===== config.mk =====
export PLATFORM = sky130hd
export DESIGN_NAME = fetch_pc_unit
export DESIGN_NICKNAME = d
export VERILOG_FILES = /design/src/rtl/fetch_pc_unit.sv
export SDC_FILE = /design/constraint.sdc
export NUM_CORES = 1
export LEC_CHECK = 0
export CAP_MARGIN = 20
export CORE_ASPECT_RATIO = 1.4
export CORE_UTILIZATION = 47
export DETAILED_ROUTE_END_ITERATION = 16
export PLACE_DENSITY = 0.95
export SLEW_MARGIN = 10
export SYNTH_ARGS = -nofsm -noshare
export SYNTH_HDL_FRONTEND = slang
export SYNTH_SLANG_ARGS = --single-unit

===== constraint.sdc =====
create_clock -name CLK -period 7.7 [get_ports CLK]
set_clock_uncertainty 0.2 [all_clocks]
set_input_delay 1.925 -clock CLK [delete_from_list [all_inputs] [get_ports CLK]]
set_output_delay 1.925 -clock CLK [all_outputs]
set_load 0.02 [all_outputs]

===== src/rtl/fetch_pc_unit.sv =====
// Instruction-fetch stage: PC, IR, next-PC selection and a
// req/ack fetch handshake towards a wait-state instruction memory.
module fetch_pc_unit #(
    parameter logic [31:0] RESET_PC  = 32'h0000_0000,
    parameter int          MAX_WAIT  = 15,
    parameter logic [31:0] HALT_WORD = 32'hFC00_0000
) (
    input  logic        CLK,
    input  logic        Reset,
    input  logic        PCWre,
    input  logic        IRWre,
    input  logic        InsMemRW,
    input  logic [1:0]  PCSrc,
    input  logic [31:0] ext_imm,
    input  logic [31:0] rs_data,
    output logic        imem_req,
    output logic [31:0] imem_addr,
    input  logic [31:0] imem_rdata,
    input  logic        imem_ack,
    output logic [31:0] PC,
    output logic [31:0] PC4,
    output logic [31:0] IR,
    output logic [5:0]  opcode,
    output logic [4:0]  rs,
    output logic [4:0]  rt,
    output logic [4:0]  rd,
    output logic [4:0]  sa,
    output logic [15:0] imm16,
    output logic        ir_valid,
    output logic        fetch_stall,
    output logic        fetch_err,
    output logic        addr_err
);

    typedef enum logic {
        F_IDLE,
        F_REQ
    } state_t;

    // Timeout fires on the edge that ends the MAX_WAIT-th request cycle.
    localparam logic [7:0] LAST_WAIT = 8'(MAX_WAIT - 1);

    state_t      state;
    state_t      state_nxt;
    logic [7:0]  wait_cnt;
    logic [7:0]  wait_cnt_nxt;
    logic        ir_load;
    logic [31:0] ir_nxt;
    logic        timeout;
    logic        fetch_go;
    logic        pc_en;
    logic [31:0] pc_nxt;
    logic        misalign;

    assign fetch_go    = IRWre & InsMemRW;
    assign fetch_stall = (state == F_REQ) | ((state == F_IDLE) & fetch_go);
    assign imem_req    = (state == F_REQ);
    assign imem_addr   = PC;
    assign PC4         = PC + 32'd4;

    assign opcode = IR[31:26];
    assign rs     = IR[25:21];
    assign rt     = IR[20:16];
    assign rd     = IR[15:11];
    assign sa     = IR[10:6];
    assign imm16  = IR[15:0];

    // Fetch FSM next state, wait counter and IR load selection.
    always_comb begin
        state_nxt    = state;
        wait_cnt_nxt = wait_cnt;
        ir_load      = 1'b0;
        ir_nxt       = IR;
        timeout      = 1'b0;
        unique case (state)
            F_IDLE: begin
                wait_cnt_nxt = 8'd0;
                if (fetch_go) begin
                    state_nxt = F_REQ;
                end
            end
            F_REQ: begin
                if (imem_ack) begin
                    ir_load      = 1'b1;
                    ir_nxt       = imem_rdata;
                    state_nxt    = F_IDLE;
                    wait_cnt_nxt = 8'd0;
                end else if (wait_cnt == LAST_WAIT) begin
                    ir_load      = 1'b1;
                    ir_nxt       = HALT_WORD;
                    timeout      = 1'b1;
                    state_nxt    = F_IDLE;
                    wait_cnt_nxt = 8'd0;
                end else begin
                    wait_cnt_nxt = wait_cnt + 8'd1;
                end
            end
        endcase
    end

    // Fetch FSM state and wait counter registers.
    always_ff @(posedge CLK or negedge Reset) begin
        if (!Reset) begin
            state    <= F_IDLE;
            wait_cnt <= 8'd0;
        end else begin
            state    <= state_nxt;
            wait_cnt <= wait_cnt_nxt;
        end
    end

    // IR, valid flag and sticky timeout flag.
    always_ff @(posedge CLK or negedge Reset) begin
        if (!Reset) begin
            IR        <= 32'd0;
            ir_valid  <= 1'b0;
            fetch_err <= 1'b0;
        end else begin
            if (ir_load) begin
                IR       <= ir_nxt;
                ir_valid <= 1'b1;
            end
            if (timeout) begin
                fetch_err <= 1'b1;
            end
        end
    end

    // Next-PC mux; the PC is frozen while a fetch is outstanding.
    always_comb begin
        pc_en    = PCWre & ~fetch_stall;
        pc_nxt   = PC4;
        misalign = 1'b0;
        unique case (PCSrc)
            2'b00: pc_nxt = PC4;
            2'b01: pc_nxt = PC4 + (ext_imm << 2);
            2'b10: begin
                pc_nxt   = {rs_data[31:2], 2'b00};
                misalign = pc_en & (rs_data[1:0] != 2'b00);
            end
            2'b11: pc_nxt = {PC4[31:28], IR[25:0], 2'b00};
        endcase
    end

    // PC register and one-cycle misaligned jr target pulse.
    always_ff @(posedge CLK or negedge Reset) begin
        if (!Reset) begin
            PC       <= RESET_PC;
            addr_err <= 1'b0;
        end else begin
            addr_err <= misalign;
            if (pc_en) begin
                PC <= pc_nxt;
            end
        end
    end

endmodule

Word level (Yosys, flattened, before mapping)
Index checks and enable logic that the tools add are counted.

Input bits: 104. Bits in registers: 76. Word-level logic and storage cells: 41.

Bitwise operators: 7. Reduce and logical (&&, ||, !) cells: 4. Equal/unequal tests: 4. Multiplexer cells: 16. Add/sub/neg operators: 3.

Operator list (count): 32-bit case mux with 4 select lines (1); 32-bit two-way mux (2); 32-bit by 3-bit adder with 32-bit output (second input constant) (1); 32-bit adder (1); 8-bit two-way mux (2); 8-bit case mux with 2 select lines (1); 1-bit two-way mux (9); 8-bit by 1-bit adder with 8-bit output (second input constant) (1); 8-bit by 4-bit equality test with 1-bit output (second input constant) (1); 1-bit AND (4); 2-bit equality test (second input constant) (2); 2-bit nonzero test (2); 3-bit AND reduction (1); 2-bit by 1-bit equality test with 1-bit output (second input constant) (1); 2-bit zero test (1); 1-bit inverter (2); 1-bit case mux with 2 select lines (1); 1-bit OR (1).

Logic depth before layout (Yosys ltp)
Depth in word-level cells: 7. Depth in mapped cells: 16. Mapped depth without buffers: 16.

Least setup slack after synthesis
OpenSTA, ideal clock, no wires.

Kind: input to output. From: in IRWre. To: out fetch_stall. Stages: 2. Data required time: 5.575 ns. Buffers on the path: 0. Arrival time: 2.284 ns. Slack: 3.291 ns. Cell sequence: a21oi_1 > inv_1.

Word-level cells in the longest chain between the ends: 3.

RTL lines: start: declaration (RTL line 11) `input logic IRWre,`; 1-bit AND (RTL line 55) `assign fetch_go = IRWre & InsMemRW;`; 1-bit AND (RTL line 56) `assign fetch_stall = (state == F_REQ) | ((state == F_IDLE) & fetch_go);`; 1-bit OR (RTL line 56); end: declaration (RTL line 30) `output logic fetch_stall,`.

Every way passes these cells.

Worst setup path in the final report
From: reg PC[2]. To: out PC4[30].

Word-level cells in the longest chain between the ends: 1.

RTL lines: start: declaration (RTL line 20) `output logic [31:0] PC,`; start signal: assignment (RTL line 153) `PC <= pc_nxt;`; 32-bit by 3-bit adder with 32-bit output (RTL line 59) `assign PC4 = PC + 32'd4;`; end: declaration (RTL line 21) `output logic [31:0] PC4,`.

Every way passes these cells.

==> run summary <==
Setup Crit Path Kind = register to output port
Total GRT Usage = 29.3%
post-synth top area cell = dfrtp_1
DP HPWL = 16200 um
vias in the first global route = 6168
cell area power density = 404 nW/um^2
# Post-CTS Setup Buffers = 0
Startpoint Class = register
CP Data Arrival Time = 3.67 ns
Critical Path Sink Type = output port
Post-CTS Resized = 0
Rel. slew slack = 29.6%
Vert. Die Dim = 141 um
row count = 50
CTS H-tree depth = 3
Sink Count = 74
core box area = 13400 sq um
pins over their slew limit = 0
GRT overflow = 0
Max Freq = 0.172 GHz
#FFs+latches synth = 74
Worst path depth = 8
CTS buffer count = 9
post-synthesis sequential area ratio = 28.6%
Hold WC Path Type = register to register
slowest stage delay, CP = 0.77 ns
Die Wd = 101 um
CP cell instances = ha_1 > nand4_1 > nor4_1 > nand2_1 > nor2_2 > and3_1 > xor2_1 > clkdlybuf4s50_1
Max Fanout on Critical Path = 6
CTS max path bufs = 2
Lkg Pwr = 0.00378 uW
Clock Pin Slew Worst Setup and Hold Paths = 0.06 ns
post-layout min period = 5.80 ns
Async SR Flop Fraction = 100%
antenna violations before repair = 0
fillers = 1057
TNS Setup = 0 ns
worst reg2reg path depth = 14
io pins = 279
GRT met2 Usage = 50.0%
Post-Syn Area per Cell = 9.06 sq um
fin crit share = 75.3%
routed wire length = 21000 um
Detail Route Antenna Nets = 0
largest delay contributor family on the critical path = simple AND/OR/NAND/NOR gates
Total Nets Final = 1043
top cell type's share of synthesized area = 28.6%
met3 usage = 4.26%
Critical Path Slowest Stage Cell = nor4_1
largest net degree at the start of global routing = 75
Synth area leaders = dfrtp_1 (29%), buf_4 (9.0%), ha_1 (6.9%), a21oi_1 (4.4%), xnor2_1 (3.8%)
Clk Latency, worst-skew pair = 0.33 ns
RSZ-0062 raised after global routing = false
Yosys warnings = 0
DRT iter0 DRCs = 366
Residual DRC = 0
Root Buffer = clkbuf_16
Via density = 5.81
Initial Util = 48.4%
prevailing post-synth register cell = dfrtp_1
final hold slack = 0.273 ns
max_cap viols = 0
TritonCTS clock tree = yes
Final Hold Viols = 0
diodes inserted = 0
hold depth = 1
PortBufs = 270
Most Crowded Layer GR = met2
post-synthesis cell count = 716
CP required = 5.58 ns
M1 GR Usage = 35.5%
final setup fails = 0
Post-synth EDFFs = 0
Area Growth Syn to Fin = 38.5%
status = finished, final reports clean
Least-Margin Pin Slew = 1.06 ns
Post-Syn Area = 6480 sq um
CP Buf/Inv Count = 1
drt pass-1 iters = 5
gpl congestion = 0.911
via count = 6321
WL/cell = 19.3 um
first-pass GRT wire length = 32200 um
die area = 14300 sq um
layout cells sized above 1 = 6.95%
post-synth cell types = 75
CTS Hold Bufs = 0
VDD IR-drop max = 0.000321 V
## state kept, by name, indices dropped and copies added, names as in the netlist
register / flops
IR: 32
PC: 30
wait_cnt: 8
addr_err: 1
fetch_err: 1
imem_req: 1
ir_valid: 1
## cells in the mapped netlist, drive strengths merged (17+ instances only)
| library cell | n |
|---|---|
| ha | 36 |
| dfrtp | 74 |
| xor2 | 24 |
| nor3 | 18 |
| xnor2 | 28 |
| o21ai | 30 |
| buf | 83 |
| mux2i | 20 |
| nand2 | 53 |
| nand3 | 25 |
| inv | 17 |
| nor2 | 42 |
| a22o | 26 |
| a21oi | 57 |
| clkbuf | 22 |
## stage by stage
step	util [%]	setup WS (ns)	instances	instance area [sq um]	total power, uW
finish	67.1	1.90	1088	8980	3630
detailed placement	64.8	2.29	1073	8670	3180
CTS	67.1	1.92	1088	8980	3620
global route	67.1	1.69	1088	8980	3830
floorplan	-	3.29	721	6500	2310
global placement	64.7	2.35	1072	8660	3120
## routing by layer
layer	vias to the layer above	routed length, um
met4	0	881
met1	3013	7960
li1	2912	-
met3	66	1540
met5	-	0
met2	330	10600
## cell type report
type | instances | area, sq um | area share (%)
timing repair buffer | 275 | 2740 | 30.5
inverter | 17 | 63.8 | 0.711
multi-input combinational | 525 | 3800 | 42.3
tap | 182 | 228 | 2.54
clock buffer | 11 | 253 | 2.81
sequential | 74 | 1850 | 20.6
clock inverter | 4 | 51.3 | 0.571
## placed cells by master, fill, tap and decap left out, drive strengths merged, types with 4 or more instances in the layout
| master | instances |
|---|---|
| nand2b | 5 |
| a21o | 13 |
| inv | 17 |
| or3 | 6 |
| clkdlybuf4s50 | 267 |
| o21a | 4 |
| xnor2 | 28 |
| mux2i | 20 |
| clkbuf | 11 |
| o221ai | 4 |
| o21ai | 30 |
| ha | 36 |
| mux2 | 11 |
| o211ai | 8 |
| and3 | 13 |
| xor2 | 24 |
| nand3 | 25 |
| a22o | 26 |
| o22a | 7 |
| a21oi | 57 |
| nand2 | 53 |
| conb | 6 |
| o21bai | 4 |
| buf | 8 |
| and2 | 11 |
| nor3 | 18 |
| nor2 | 42 |
| mux4 | 9 |
| dfrtp | 74 |
| nand4 | 8 |
| nor2b | 4 |
## path summary, 6_finish.rpt
path,start,slack [ns],endpoint
setup reg to reg,PC[2]$_DFFE_PN0P_,2.80,PC[31]$_DFFE_PN0P_
min in group asynchronous,Reset,1.54,PC[7]$_DFFE_PN0P_
hold / removal,ir_valid$_DFFE_PN0P_,0.27,ir_valid$_DFFE_PN0P_
max in group asynchronous,Reset,5.09,PC[12]$_DFFE_PN0P_
hold reg to reg,ir_valid$_DFFE_PN0P_,0.27,ir_valid$_DFFE_PN0P_
setup / recovery,PC[2]$_DFFE_PN0P_,1.90,PC4[30]
## kinds of logic after synthesis
family          share of synthesized area (%)
other cells                            0.0578
xor+xnor                                 7.02
compound gates                           20.1
simple gates                             15.6
flops                                    28.6
buf+inv                                  13.2
fa+ha+maj                                7.26
mux                                      8.12
## where the power goes
| group | switching [uW] | total, uW | internal [uW] |
|---|---|---|---|
| registers | 241 | 763 | 522 |
| clock network | 161 | 428 | 267 |
| logic | 1290 | 2440 | 1150 |
Power figures use the tool's default switching activity.
